**config.mk**
```make
export PLATFORM = sky130hd
export DESIGN_NAME = arith_unit_pipe
export DESIGN_NICKNAME = d
export VERILOG_FILES = /design/src/rtl/arith_unit_pipe.sv
export SDC_FILE = /design/constraint.sdc
export NUM_CORES = 1
export LEC_CHECK = 0
export BUFFER_PORTS_ARGS = -buffer_cell sky130_fd_sc_hd__buf_2
export CAP_MARGIN = 15
export CORE_MARGIN = 5
export CORE_UTILIZATION = 50
export DETAILED_ROUTE_END_ITERATION = 8
export GPL_TIMING_DRIVEN = 0
export MAX_ROUTING_LAYER = met4
export PLACE_DENSITY_LB_ADDON = 0.15
export SLEW_MARGIN = 10
export SYNTH_ARGS = -nofsm -noshare
export SYNTH_HDL_FRONTEND = slang
export SYNTH_SLANG_ARGS = --single-unit
export TNS_END_PERCENT = 10
```
**constraint.sdc**
```tcl
create_clock -name clk -period 7.09 [get_ports clk]
set_input_delay 1.418 -clock clk [delete_from_list [all_inputs] [get_ports clk]]
set_output_delay 1.418 -clock clk [all_outputs]
set_load 0.03 [all_outputs]
```
**src/rtl/arith_unit_pipe.sv**
```systemverilog
// arith_unit_pipe: two-stage pipelined arithmetic unit with carry flag and accumulator.
//
// Stage 1 registers the operand set: A, B, op, external carry and the carry-select bit.
// Stage 2 computes the result, registers it with the flags, and updates the carry flag
// and the accumulator.
// Handshake: valid/ready on both sides. in_ready is combinational from the output
// register state, so it never depends on in_valid.
//
// Ports:
//   clk, reset            clock, asynchronous active-high reset
//   in_valid / in_ready   operand-set handshake
//   a_in, b_in            operands (DATA_SIZE bits)
//   carry_in              external carry/borrow for ADC/SBB
//   use_flag_in           1 = ADC/SBB use the internal carry flag instead of carry_in
//   op_code               000 PASS, 001 ADD, 010 ADC, 011 SUB, 100 SBB, 101 INC, 110 DEC,
//                         111 ACC
//   out_valid / out_ready result handshake
//   result_out, carry_out, zero_out, neg_out, overflow_out   result and flags
module arith_unit_pipe #(
  parameter int unsigned DATA_SIZE = 8,
  parameter int unsigned SAT_EN    = 0
) (
  input  logic                 clk,
  input  logic                 reset,
  input  logic                 in_valid,
  output logic                 in_ready,
  input  logic [DATA_SIZE-1:0] a_in,
  input  logic [DATA_SIZE-1:0] b_in,
  input  logic                 carry_in,
  input  logic                 use_flag_in,
  input  logic [2:0]           op_code,
  output logic                 out_valid,
  input  logic                 out_ready,
  output logic [DATA_SIZE-1:0] result_out,
  output logic                 carry_out,
  output logic                 zero_out,
  output logic                 neg_out,
  output logic                 overflow_out
);

  localparam int unsigned Msb = DATA_SIZE - 1;
  localparam logic [DATA_SIZE-1:0] One = {{(DATA_SIZE-1){1'b0}}, 1'b1};

  localparam logic [2:0] OpPass = 3'b000;
  localparam logic [2:0] OpAdd  = 3'b001;
  localparam logic [2:0] OpAdc  = 3'b010;
  localparam logic [2:0] OpSub  = 3'b011;
  localparam logic [2:0] OpSbb  = 3'b100;
  localparam logic [2:0] OpInc  = 3'b101;
  localparam logic [2:0] OpDec  = 3'b110;
  localparam logic [2:0] OpAcc  = 3'b111;

  // Stage 1
  logic                 s1_valid_q;
  logic [DATA_SIZE-1:0] a_q, b_q;
  logic [2:0]           op_q;
  logic                 cin_q, use_flag_q;

  // Stage 2 / architectural state
  logic                 out_valid_q;
  logic [DATA_SIZE-1:0] result_q, acc_q;
  logic                 flag_q, zero_q, neg_q, ovf_q;

  logic                 advance;
  logic [DATA_SIZE-1:0] opa, opb, raw, res_d, acc_d;
  logic [DATA_SIZE:0]   sum;
  logic                 cx, c_sel, is_sub, carry_d, ovf_d;

  assign advance = !out_valid_q || out_ready;

  always_comb begin
    // The flag register always holds the carry of the op now sitting in the output
    // registers, i.e. the op immediately preceding the one in stage 1, so no stall
    // is needed for back-to-back ADC/SBB.
    c_sel   = use_flag_q ? flag_q : cin_q;
    opa     = a_q;
    opb     = b_q;
    cx      = 1'b0;
    is_sub  = 1'b0;
    case (op_q)
      OpAdc:   cx = c_sel;
      OpSub:   is_sub = 1'b1;
      OpSbb: begin
        is_sub = 1'b1;
        cx     = c_sel;
      end
      OpInc:   opb = One;
      OpDec: begin
        opb    = One;
        is_sub = 1'b1;
      end
      OpAcc: begin
        opa = acc_q;
        opb = a_q;
      end
      default: ;
    endcase

    if (is_sub) begin
      sum = {1'b0, opa} - {1'b0, opb} - {{DATA_SIZE{1'b0}}, cx};
    end else begin
      sum = {1'b0, opa} + {1'b0, opb} + {{DATA_SIZE{1'b0}}, cx};
    end
    raw     = sum[Msb:0];
    carry_d = sum[DATA_SIZE];

    // Signed overflow: add overflows when like-signed operands give a differently
    // signed result; subtract when unlike-signed operands flip the sign of A.
    if (is_sub) begin
      ovf_d = (opa[Msb] != opb[Msb]) && (raw[Msb] != opa[Msb]);
    end else begin
      ovf_d = (opa[Msb] == opb[Msb]) && (raw[Msb] != opa[Msb]);
    end

    res_d = raw;
    if ((SAT_EN != 0) && carry_d) begin
      res_d = is_sub ? '0 : '1;
    end

    if (op_q == OpPass) begin
      res_d   = a_q;
      carry_d = 1'b0;
      ovf_d   = 1'b0;
    end

    acc_d = acc_q;
    if (op_q == OpPass) begin
      acc_d = a_q;
    end else if (op_q == OpAcc) begin
      acc_d = res_d;
    end
  end

  always_ff @(posedge clk or posedge reset) begin
    if (reset) begin
      s1_valid_q  <= 1'b0;
      a_q         <= '0;
      b_q         <= '0;
      op_q        <= '0;
      cin_q       <= 1'b0;
      use_flag_q  <= 1'b0;
      out_valid_q <= 1'b0;
      result_q    <= '0;
      acc_q       <= '0;
      flag_q      <= 1'b0;
      zero_q      <= 1'b0;
      neg_q       <= 1'b0;
      ovf_q       <= 1'b0;
    end else if (advance) begin
      s1_valid_q  <= in_valid;
      a_q         <= a_in;
      b_q         <= b_in;
      op_q        <= op_code;
      cin_q       <= carry_in;
      use_flag_q  <= use_flag_in;
      out_valid_q <= s1_valid_q;
      // Bubbles leave result, flags and accumulator untouched.
      if (s1_valid_q) begin
        result_q <= res_d;
        flag_q   <= carry_d;
        zero_q   <= (res_d == '0);
        neg_q    <= res_d[Msb];
        ovf_q    <= ovf_d;
        acc_q    <= acc_d;
      end
    end
  end

  assign in_ready     = advance;
  assign out_valid    = out_valid_q;
  assign result_out   = result_q;
  assign carry_out    = flag_q;
  assign zero_out     = zero_q;
  assign neg_out      = neg_q;
  assign overflow_out = ovf_q;

endmodule
```
==> flow_metrics.env, run 1 <==
export IMPL_place_congestion=0.9769
export IMPL_hold_viol_final=0
export IMPL_routed_wl_um=6814
export IMPL_min_path_type="flip-flop to flip-flop"
export IMPL_synthXorXnorAreaFrac_pct=3.921
export IMPL_cts_setup_buffers=0
export IMPL_synthSimpleGateAreaFrac_pct=13.01
export IMPL_drt_initial_drc_count=123
export IMPL_antenna_found_initial=0
export IMPL_num_vias=2406
export IMPL_grt_busiest_layer="met1"
export IMPL_drive_gt1_share_pct=23.53
export IMPL_multiInputGateArea_um2=1689
export IMPL_overflow=0
export IMPL_regArea_um2=1051
export IMPL_grt_util_met1_pct=29.64
export IMPL_max_cap_viol_count=0
export IMPL_dp_hpwl_um=5452
export IMPL_fin_crit_sh_pct=65.79
export IMPL_critPathKind="flip-flop to flip-flop"
export IMPL_clock_sinks=42
export IMPL_synth_cell_area_um2=2904
export IMPL_synth_top_family_by_area="compound AO/OA/AOI/OAI gates"
export IMPL_post_drt_wl_per_cell_um=15.88
export IMPL_cts_tree="built"
export IMPL_ir_drop_mv=0.1890
export IMPL_tns_ns=0
export IMPL_yosysMostFrequentCell="dfrtp_1"
export IMPL_route_detailed_drc=0
export IMPL_synth_top_area_share_pct=36.19
export IMPL_area_growth_syn_to_layout_pct=14.00
export IMPL_synth_fa_ha_area_share_pct=10.94
export IMPL_final_fill_count=500
export IMPL_power_density_nw_per_um2=357.5
export IMPL_p_switching_w=0.0005309
export IMPL_start_kind="flip-flop"
export IMPL_arrival_ns=4.91
export IMPL_required_ns=7.34
export IMPL_p_seq_share_pct=29.1
export IMPL_syn_avg_cell_area_um2=9.368
export IMPL_synth_edff_count=0
export IMPL_p_leak_nw=1.546
export IMPL_h_tree_depth=2
export IMPL_synth_flop_cell="dfrtp_1"
export IMPL_io_buffers=38
export IMPL_yosys_area_top_type="dfrtp_1"
export IMPL_synthCells=310
export IMPL_synthMuxAreaShare_pct=11.98
export IMPL_ant_nets=0
export IMPL_clockPowerShare_pct=14.3
export IMPL_fmax_ghz=0.2144
export IMPL_p_total_w=0.001183
export IMPL_ys_warn_count=0
export IMPL_grt_max_degree=23
export IMPL_max_slew_margin_pct=39.81
export IMPL_setup_violations_final=0
export IMPL_start_util_pct=52.10
export IMPL_die_x_um=86.21
export IMPL_synth_nets=358
export IMPL_min_period_ns=4.665
export IMPL_drt_vias_per_instance=5.608
export IMPL_rows=27
export IMPL_grt_pass1_wl_um=11500
export IMPL_tightest_slew_ns=0.8916
export IMPL_fp_dieArea_um2=7432
export IMPL_switching_share_pct=44.86
export IMPL_finClkSkew_ns=0.008662
export IMPL_rsz0062_at_grt="false"
export IMPL_crit_fanout=10
export IMPL_clk_pin_slew_ns=0.09
export IMPL_first_pass_iters=4
export IMPL_grt_total_usage_pct=20.23
export IMPL_cts_hold_buffers=0
export IMPL_synth_compound_area_share_pct=18.31
export IMPL_yosysSeqAreaShare_pct=36.19
export IMPL_nNetsFinal=404
export IMPL_grt_util_met2_pct=28.66
export IMPL_ys_top_cells_by_area="dfrtp_1, mux2_2, ha_1"
export IMPL_end_kind="flip-flop"
export IMPL_io_pins=39
export IMPL_maxSlewViolCount=0
export IMPL_synthArstFlopShare_pct=100.0
export IMPL_internal_power_w=0.0006525
export IMPL_ys_types=50
export IMPL_use_met3_pct=2.757
export IMPL_core_area_um2=5574
export IMPL_first_global_vias=2297
export IMPL_insertion_delay_ns=0.30
export IMPL_cts_inserted_buffers=5
export IMPL_num_antenna_cells=0
export IMPL_post_cts_resize_count=0
export IMPL_clock_path_buffers=2
export IMPL_synth_seq_cells=42
export IMPL_status="complete, no violations"
export IMPL_ys_top_cells_by_count="dfrtp_1, nand2_1, mux2_2"
export IMPL_comb_power_share_pct=56.6
export IMPL_die_h_um=86.21
export IMPL_clockRootBuffer="clkbuf_8"
critical path, stage by stage (launching register included):
cell	delay, ns
dfrtp_1	0.45
buf_2	0.25
buf_2	0.24
and3_1	0.26
clkbuf_1	0.39
nand2_1	0.10
o21ai_0	0.16
ha_1	0.36
ha_1	0.28
or4_1	0.60
a2bb2oi_1	0.17
o22ai_1	0.12
o311ai_0	0.31
a211oi_1	0.65
mux2_2	0.28
stage by stage:
stage / hold slack [ns] / cell area, um^2 / instances / util (%) / setup WS [ns]
after floorplan: 0.4492 / 2904 / 310 / - / 3.346
after global placement: 0.4553 / 3184 / 420 / 57.13 / 2.534
after detailed placement: 0.4573 / 3212 / 421 / 57.62 / 2.520
after CTS: 0.4769 / 3311 / 429 / 59.39 / 2.488
after global routing: 0.5223 / 3311 / 429 / 59.39 / 2.110
final: 0.4725 / 3311 / 429 / 59.39 / 2.425
layout by cell type, fill, tap and decap left out, drive strengths merged, types with 2 or more instances in the layout:
master,instances
a211oi,5
a21o,3
a21oi,15
a22o,6
and2,2
buf,47
clkbuf,15
dfrtp,42
fa,4
ha,19
inv,24
mux2,27
mux2i,4
nand2,41
nand2b,4
nand3,2
nor2,11
nor3,12
nor4,2
o21a,4
o21ai,25
o21bai,3
o22ai,3
o31a,2
o31ai,3
or4,2
xnor2,9
xor2,4
power groups by stage:
stage                     sequential [W]  clock (W)  combinational, W
after floorplan                 0.000401          0          0.000442
after global placement          0.000348          0          0.000653
after detailed placement        0.000350          0          0.000663
after CTS                       0.000345   0.000171          0.000668
after global routing            0.000355   0.000184          0.000742
final                           0.000344   0.000169          0.000670
sequential cells by signal, summed over array words and instances (netlist names), 3 cells and up:
name / count
b_q: 8
result_out: 8
op_q: 3
acc_q: 8
a_q: 8
metal layers:
metal / vias to the layer above / routed length, um
li1: 1183 / -
met1: 1159 / 3430
met2: 50 / 2932
met3: 14 / 265
met4: 0 / 184
met5: - / 0
cell families after synthesis:
kind of cell | after synthesis
DFF | 42
buffers and inverters | 40
muxes | 31
adders and majority gates | 23
and+or+nand+nor | 81
AOI/OAI and AO/OA | 80
xor gates and xnor gates | 13
cell type report:
type | instances | area share, %
multi-input combinational | 228 | 51.02
sequential | 42 | 31.75
timing repair buffer | 39 | 6.576
tap | 72 | 2.721
inverter | 23 | 2.608
clock buffer | 6 | 2.494
buffer | 17 | 2.343
clock inverter | 2 | 0.4913
path summary, 6_finish.rpt:
kind,cells past startpoint,slack (ns),from,end
max,14,2.43,op_q[0],result_out[7]
min,2,0.47,result_out[5],result_out[5]
max reg2reg,14,2.43,op_q[0],result_out[7]
min reg2reg,2,0.47,result_out[5],result_out[5]
max in group asynchronous,3,5.50,reset,result_out[4]
min in group asynchronous,2,1.12,reset,result_out[0]
Note: power is estimated with default switching activity, not from simulation.
==> run 2: changes to the inputs <==
Clock period 7.09 ns to 3.8 ns, I/O delays scaled along.
==> run 2 against run 1 <==
First-iteration DRC count shrank 20%. Sequential share of layout area fell by 1.9 points. Largest power group unchanged. Critical endpoint unchanged. Sequential power grew 87%. Cell area rose by 6.4%. Routed wire length is 1.9% higher. Count of clock-buffer cells in the layout unchanged. Largest cell class unchanged.
==> flow_metrics.env, run 2 (synthesis results as in run 1) <==
export IMPL_die_x_um=86.21
export IMPL_cts_hold_buffers=0
export IMPL_max_cap_viol_count=0
export IMPL_num_vias=2427
export IMPL_cp_num_buf_inv=4
export IMPL_fmax_ghz=0.2720
export IMPL_clockRootBuffer="clkbuf_8"
export IMPL_dp_hpwl_um=5452
export IMPL_critPathSlowestCell="or4_4"
export IMPL_p_total_w=0.002378
export IMPL_end_kind="flip-flop"
export IMPL_min_path_type="primary input to async pin"
export IMPL_insertion_delay_ns=0.30
export IMPL_critPathKind="flip-flop to flip-flop"
export IMPL_p_leak_nw=1.615
export IMPL_required_ns=3.99
export IMPL_post_drt_wl_per_cell_um=15.97
export IMPL_min_period_ns=3.676
export IMPL_num_antenna_cells=0
export IMPL_first_global_vias=2301
export IMPL_clock_path_buffers=2
export IMPL_slowest_delay_ns=0.51
export IMPL_grt_total_usage_pct=20.60
export IMPL_crit_fanout=10
export IMPL_tns_ns=0
export IMPL_maxSlewViolCount=0
export IMPL_cpMostUsedCell="buf_4"
export IMPL_finClkSkew_ns=0.009167
export IMPL_grt_pass1_wl_um=11720
export IMPL_start_kind="flip-flop"
export IMPL_rows=27
export IMPL_drive_gt1_share_pct=31.96
export IMPL_fin_crit_sh_pct=96.74
export IMPL_ir_drop_mv=0.3537
export IMPL_max_slew_margin_pct=60.82
export IMPL_layout_common_cells="nand2_1, dfrtp_1, buf_2"
export IMPL_cp_top_family="compound AO/OA/AOI/OAI gates"
export IMPL_hold_viol_final=0
export IMPL_cp_cell_sequence="buf_4, buf_4, and3_2, clkbuf_8, a22o_4, ha_4, ha_1, or4_4, a2111o_1, o311ai_4, a211oi_2, buf_4, mux2_2"
export IMPL_cts_tree="built"
export IMPL_io_buffers=38
export IMPL_clock_sinks=42
export IMPL_fp_dieArea_um2=7432
export IMPL_area_growth_syn_to_layout_pct=21.28
export IMPL_arrival_ns=3.87
export IMPL_place_congestion=0.9769
export IMPL_ant_nets=0
export IMPL_drt_vias_per_instance=5.579
export IMPL_start_util_pct=52.10
export IMPL_h_tree_depth=2
export IMPL_die_h_um=86.21
export IMPL_tightest_slew_ns=0.5877
export IMPL_overflow=0
export IMPL_grt_max_degree=23
export IMPL_core_area_um2=5574
export IMPL_first_pass_iters=4
export IMPL_drt_initial_drc_count=99
export IMPL_route_detailed_drc=0
export IMPL_power_density_nw_per_um2=675.2
export IMPL_io_pins=39
export IMPL_cts_inserted_buffers=5
export IMPL_antenna_found_initial=0
export IMPL_clk_pin_slew_ns=0.09
export IMPL_nNetsFinal=410
export IMPL_setup_violations_final=0
export IMPL_status="complete, no violations"
export IMPL_routed_wl_um=6945
run 2: final cells by class:
cell class,count,area (um^2)
fillers,474,2052
multi-input cells,228,1833
flip-flops and latches,42,1052
repair buffers,46,270.3
plain buffers,16,91.34
well taps,72,90.09
inverters,23,86.33
clock buffers,6,82.58
clock inverters,2,16.27
run 2: stage by stage:
step | utilization [%] | setup WS, ns | hold WS, ns | std cells | cell area [um^2]
6_report | 63.19 | 0.1238 | 0.4644 | 435 | 3522
5_1_grt | 63.19 | -0.005290 | 0.4944 | 435 | 3522
4_1_cts | 61.77 | 0.02700 | 0.4769 | 433 | 3443
3_5_place_dp | 57.62 | -0.7695 | 0.4573 | 421 | 3212
3_3_place_gp | 57.13 | -0.7557 | 0.4553 | 420 | 3184
2_1_floorplan | - | 0.1207 | 0.4492 | 310 | 2904
run 2: worst paths after layout:
check / endpoint / slack (ns) / cells after the start / from
hold reg to reg: result_out[2] / 0.47 / 2 / result_out[2]
max in group asynchronous: result_out[4] / 2.86 / 3 / reset
setup reg to reg: result_out[7] / 0.12 / 13 / op_q[0]
setup / recovery: result_out[7] / 0.12 / 13 / op_q[0]
min in group clk: result_out[2] / 0.47 / 2 / result_out[2]
hold / removal: result_out[0] / 0.46 / 2 / reset
run 2: repair_timing:
action,CTS,global route
endpoints found under the setup margin,9,6
gates resized for setup,22,14
pin swaps,3,3
cloned,0,0
endpoints found under the hold margin,0,0
buffers inserted,4,3
run 2: report_power, final:
part | total (W) | internal (W) | switching [W]
logic | 0.00142 | 0.000602 | 0.000819
registers | 0.000643 | 0.000572 | 0.0000712
clock network | 0.000313 | 0.000150 | 0.000164
total | 0.00238 | 0.00132 | 0.00105
run 2: metal layers:
layer  vias up  routed length [um]  part of all wire, %  GRT usage (%)
met5         -                   0                    0              -
li1       1198                   -                    -              -
met1      1153                3398                   49          30.48
met3        10                 325                  4.7          2.567
met2        66                3096                   45          29.22
met4         0                 125                  1.8          6.799
==> run 3: changes to the inputs <==
Settings changed: CORE_ASPECT_RATIO from default to 1.4.
==> run 3 against run 2 <==
Die area is 0.29% higher. Largest power group unchanged. Count of clock-buffer cells in the layout decreased by 1. Routed wire length is 2.0% higher.
==> flow_metrics.env, run 3 (synthesis results as in run 1) <==
export IMPL_cp_cell_sequence="buf_4, buf_4, and3_4, buf_4, nand2_1, o21ai_0, ha_1, ha_4, or4_4, a2bb2oi_1, o22ai_2, o311ai_4, xnor2_1, a31oi_1, o31ai_1"
export IMPL_min_path_type="primary input to async pin"
export IMPL_hold_viol_final=0
export IMPL_fmax_ghz=0.2745
export IMPL_r2r_slack_ns=0.16
export IMPL_drive_gt1_share_pct=31.02
export IMPL_endpoint="overflow_out"
export IMPL_drt_vias_per_instance=5.709
export IMPL_worstReg2RegEnd="overflow_out"
export IMPL_finClkSkew_ns=0.004271
export IMPL_h_tree_depth=2
export IMPL_cpMostUsedCell="buf_4"
export IMPL_setup_violations_final=0
export IMPL_maxSlewViolCount=0
export IMPL_max_cap_viol_count=0
export IMPL_finalNonFillerCells=429
export IMPL_arrival_ns=3.83
export IMPL_ir_drop_mv=0.3848
export IMPL_clock_path_buffers=2
export IMPL_startpoint="op_q[0]"
export IMPL_first_pass_iters=4
export IMPL_die_h_um=100.2
export IMPL_start_util_pct=52.18
export IMPL_dp_hpwl_um=5412
export IMPL_max_slew_margin_pct=59.38
export IMPL_clockRootBuffer="clkbuf_8"
export IMPL_cts_inserted_buffers=5
export IMPL_num_antenna_cells=0
export IMPL_final_fill_count=470
export IMPL_crit_fanout=10
export IMPL_routed_wl_um=7081
export IMPL_reg2reg_depth=15
export IMPL_cts_tree="built"
export IMPL_status="complete, no violations"
export IMPL_fp_dieArea_um2=7454
export IMPL_io_pins=39
export IMPL_grt_total_usage_pct=21.24
export IMPL_required_ns=3.99
export IMPL_io_buffers=38
export IMPL_clock_sinks=42
export IMPL_die_x_um=74.41
export IMPL_clk_pin_slew_ns=0.08
export IMPL_num_vias=2449
export IMPL_cts_hold_buffers=0
export IMPL_grt_max_degree=28
export IMPL_min_period_ns=3.643
export IMPL_tns_ns=0
export IMPL_critPathKind="flip-flop to flip-flop"
export IMPL_place_congestion=0.9117
export IMPL_dpl_cell_count=417
export IMPL_p_leak_nw=1.584
export IMPL_area_growth_syn_to_layout_pct=19.26
export IMPL_critPathSlowestCell="or4_4"
export IMPL_crit_reg2reg_launch="op_q[0]"
export IMPL_layout_common_cells="nand2_1, dfrtp_1, buf_2"
export IMPL_rows=32
export IMPL_nNetsFinal=409
export IMPL_tightest_slew_ns=0.6093
export IMPL_fin_crit_sh_pct=95.87
export IMPL_insertion_delay_ns=0.29
export IMPL_grt_pass1_wl_um=12030
export IMPL_first_global_vias=2516
export IMPL_post_drt_wl_per_cell_um=16.51
export IMPL_drt_initial_drc_count=170
export IMPL_slowest_delay_ns=0.54
export IMPL_end_kind="flip-flop"
export IMPL_route_detailed_drc=0
export IMPL_antenna_found_initial=0
export IMPL_start_kind="flip-flop"
export IMPL_core_area_um2=5565
export IMPL_ant_nets=0
export IMPL_power_density_nw_per_um2=675.3
export IMPL_overflow=0
-- run 3: cell count changes in the layout (fill, tap and decap cells not counted), moves of 2 or more --
cell / change
a22o_1: +2
a22o_4: -2
clkbuf_8: -2
o21ai_0: +2
-- run 3: metal layers --
| layer | vias up | wire, um | GRT usage (%) |
|---|---|---|---|
| met5 | - | 0 | - |
| met4 | 0 | 161 | 8.767 |
| met3 | 11 | 252 | 2.806 |
| met2 | 53 | 3539 | 33.38 |
| met1 | 1192 | 3127 | 27.37 |
| li1 | 1193 | - | - |
-- run 3: stage by stage --
stage | hold WS, ns | util (%) | setup slack [ns] | area [um^2] | total power (W)
floorplan | 0.4492 | - | 0.1207 | 2904 | 0.001573
global placement | 0.4591 | 57.13 | -0.5985 | 3179 | 0.001866
detailed placement | 0.4657 | 57.49 | -0.6454 | 3199 | 0.001889
CTS | 0.4264 | 60.72 | 0.0008624 | 3379 | 0.002261
global route | 0.4396 | 62.23 | -0.003107 | 3463 | 0.002529
finish | 0.4223 | 62.23 | 0.1568 | 3463 | 0.002339
-- run 3: critical path, delay by kind of cell (launching register included) --
family / cells / cell delay (ns)
simple gates: 3 / 0.80
fa+ha+maj: 2 / 0.62
flops: 1 / 0.43
compound gates: 6 / 0.98
buf+inv: 3 / 0.52
xor+xnor: 1 / 0.18
-- run 3: worst min path at each step --
stage / from / endpoint / slack (ns) / depth (start not counted)
2_1_floorplan: acc_q[0] / acc_q[0] / 0.45 / 2
3_3_place_gp: result_out[2] / result_out[2] / 0.46 / 2
3_5_place_dp: result_out[5] / result_out[5] / 0.47 / 2
4_1_cts: reset / b_q[4] / 0.43 / 2
5_1_grt: reset / b_q[4] / 0.44 / 2
6_report: reset / result_out[4] / 0.42 / 2
-- run 3: final cells by class --
class / instances / area, um^2 / share of cell area, %
multi-input combinational: 228 / 1815 / 52.42
clock inverter: 2 / 15.01 / 0.4335
tap: 68 / 85.08 / 2.457
clock buffer: 5 / 68.82 / 1.987
timing repair buffer: 45 / 255.2 / 7.370
inverter: 23 / 86.33 / 2.493
buffer: 16 / 85.08 / 2.457
sequential: 42 / 1052 / 30.38
-- run 3: timing repair --
item	in CTS	in global routing
gates resized for setup	22	11
buffers inserted	1	5
setup endpoints to repair	7	6
pin swaps	3	9
-- run 3: power breakdown --
part	leakage [nW]	switching, W	total [W]	internal, W
clock	0.0362	0.000157	0.000282	0.000125
combinational	1.05	0.000809	0.00141	0.000599
sequential	0.499	0.0000751	0.000648	0.000573
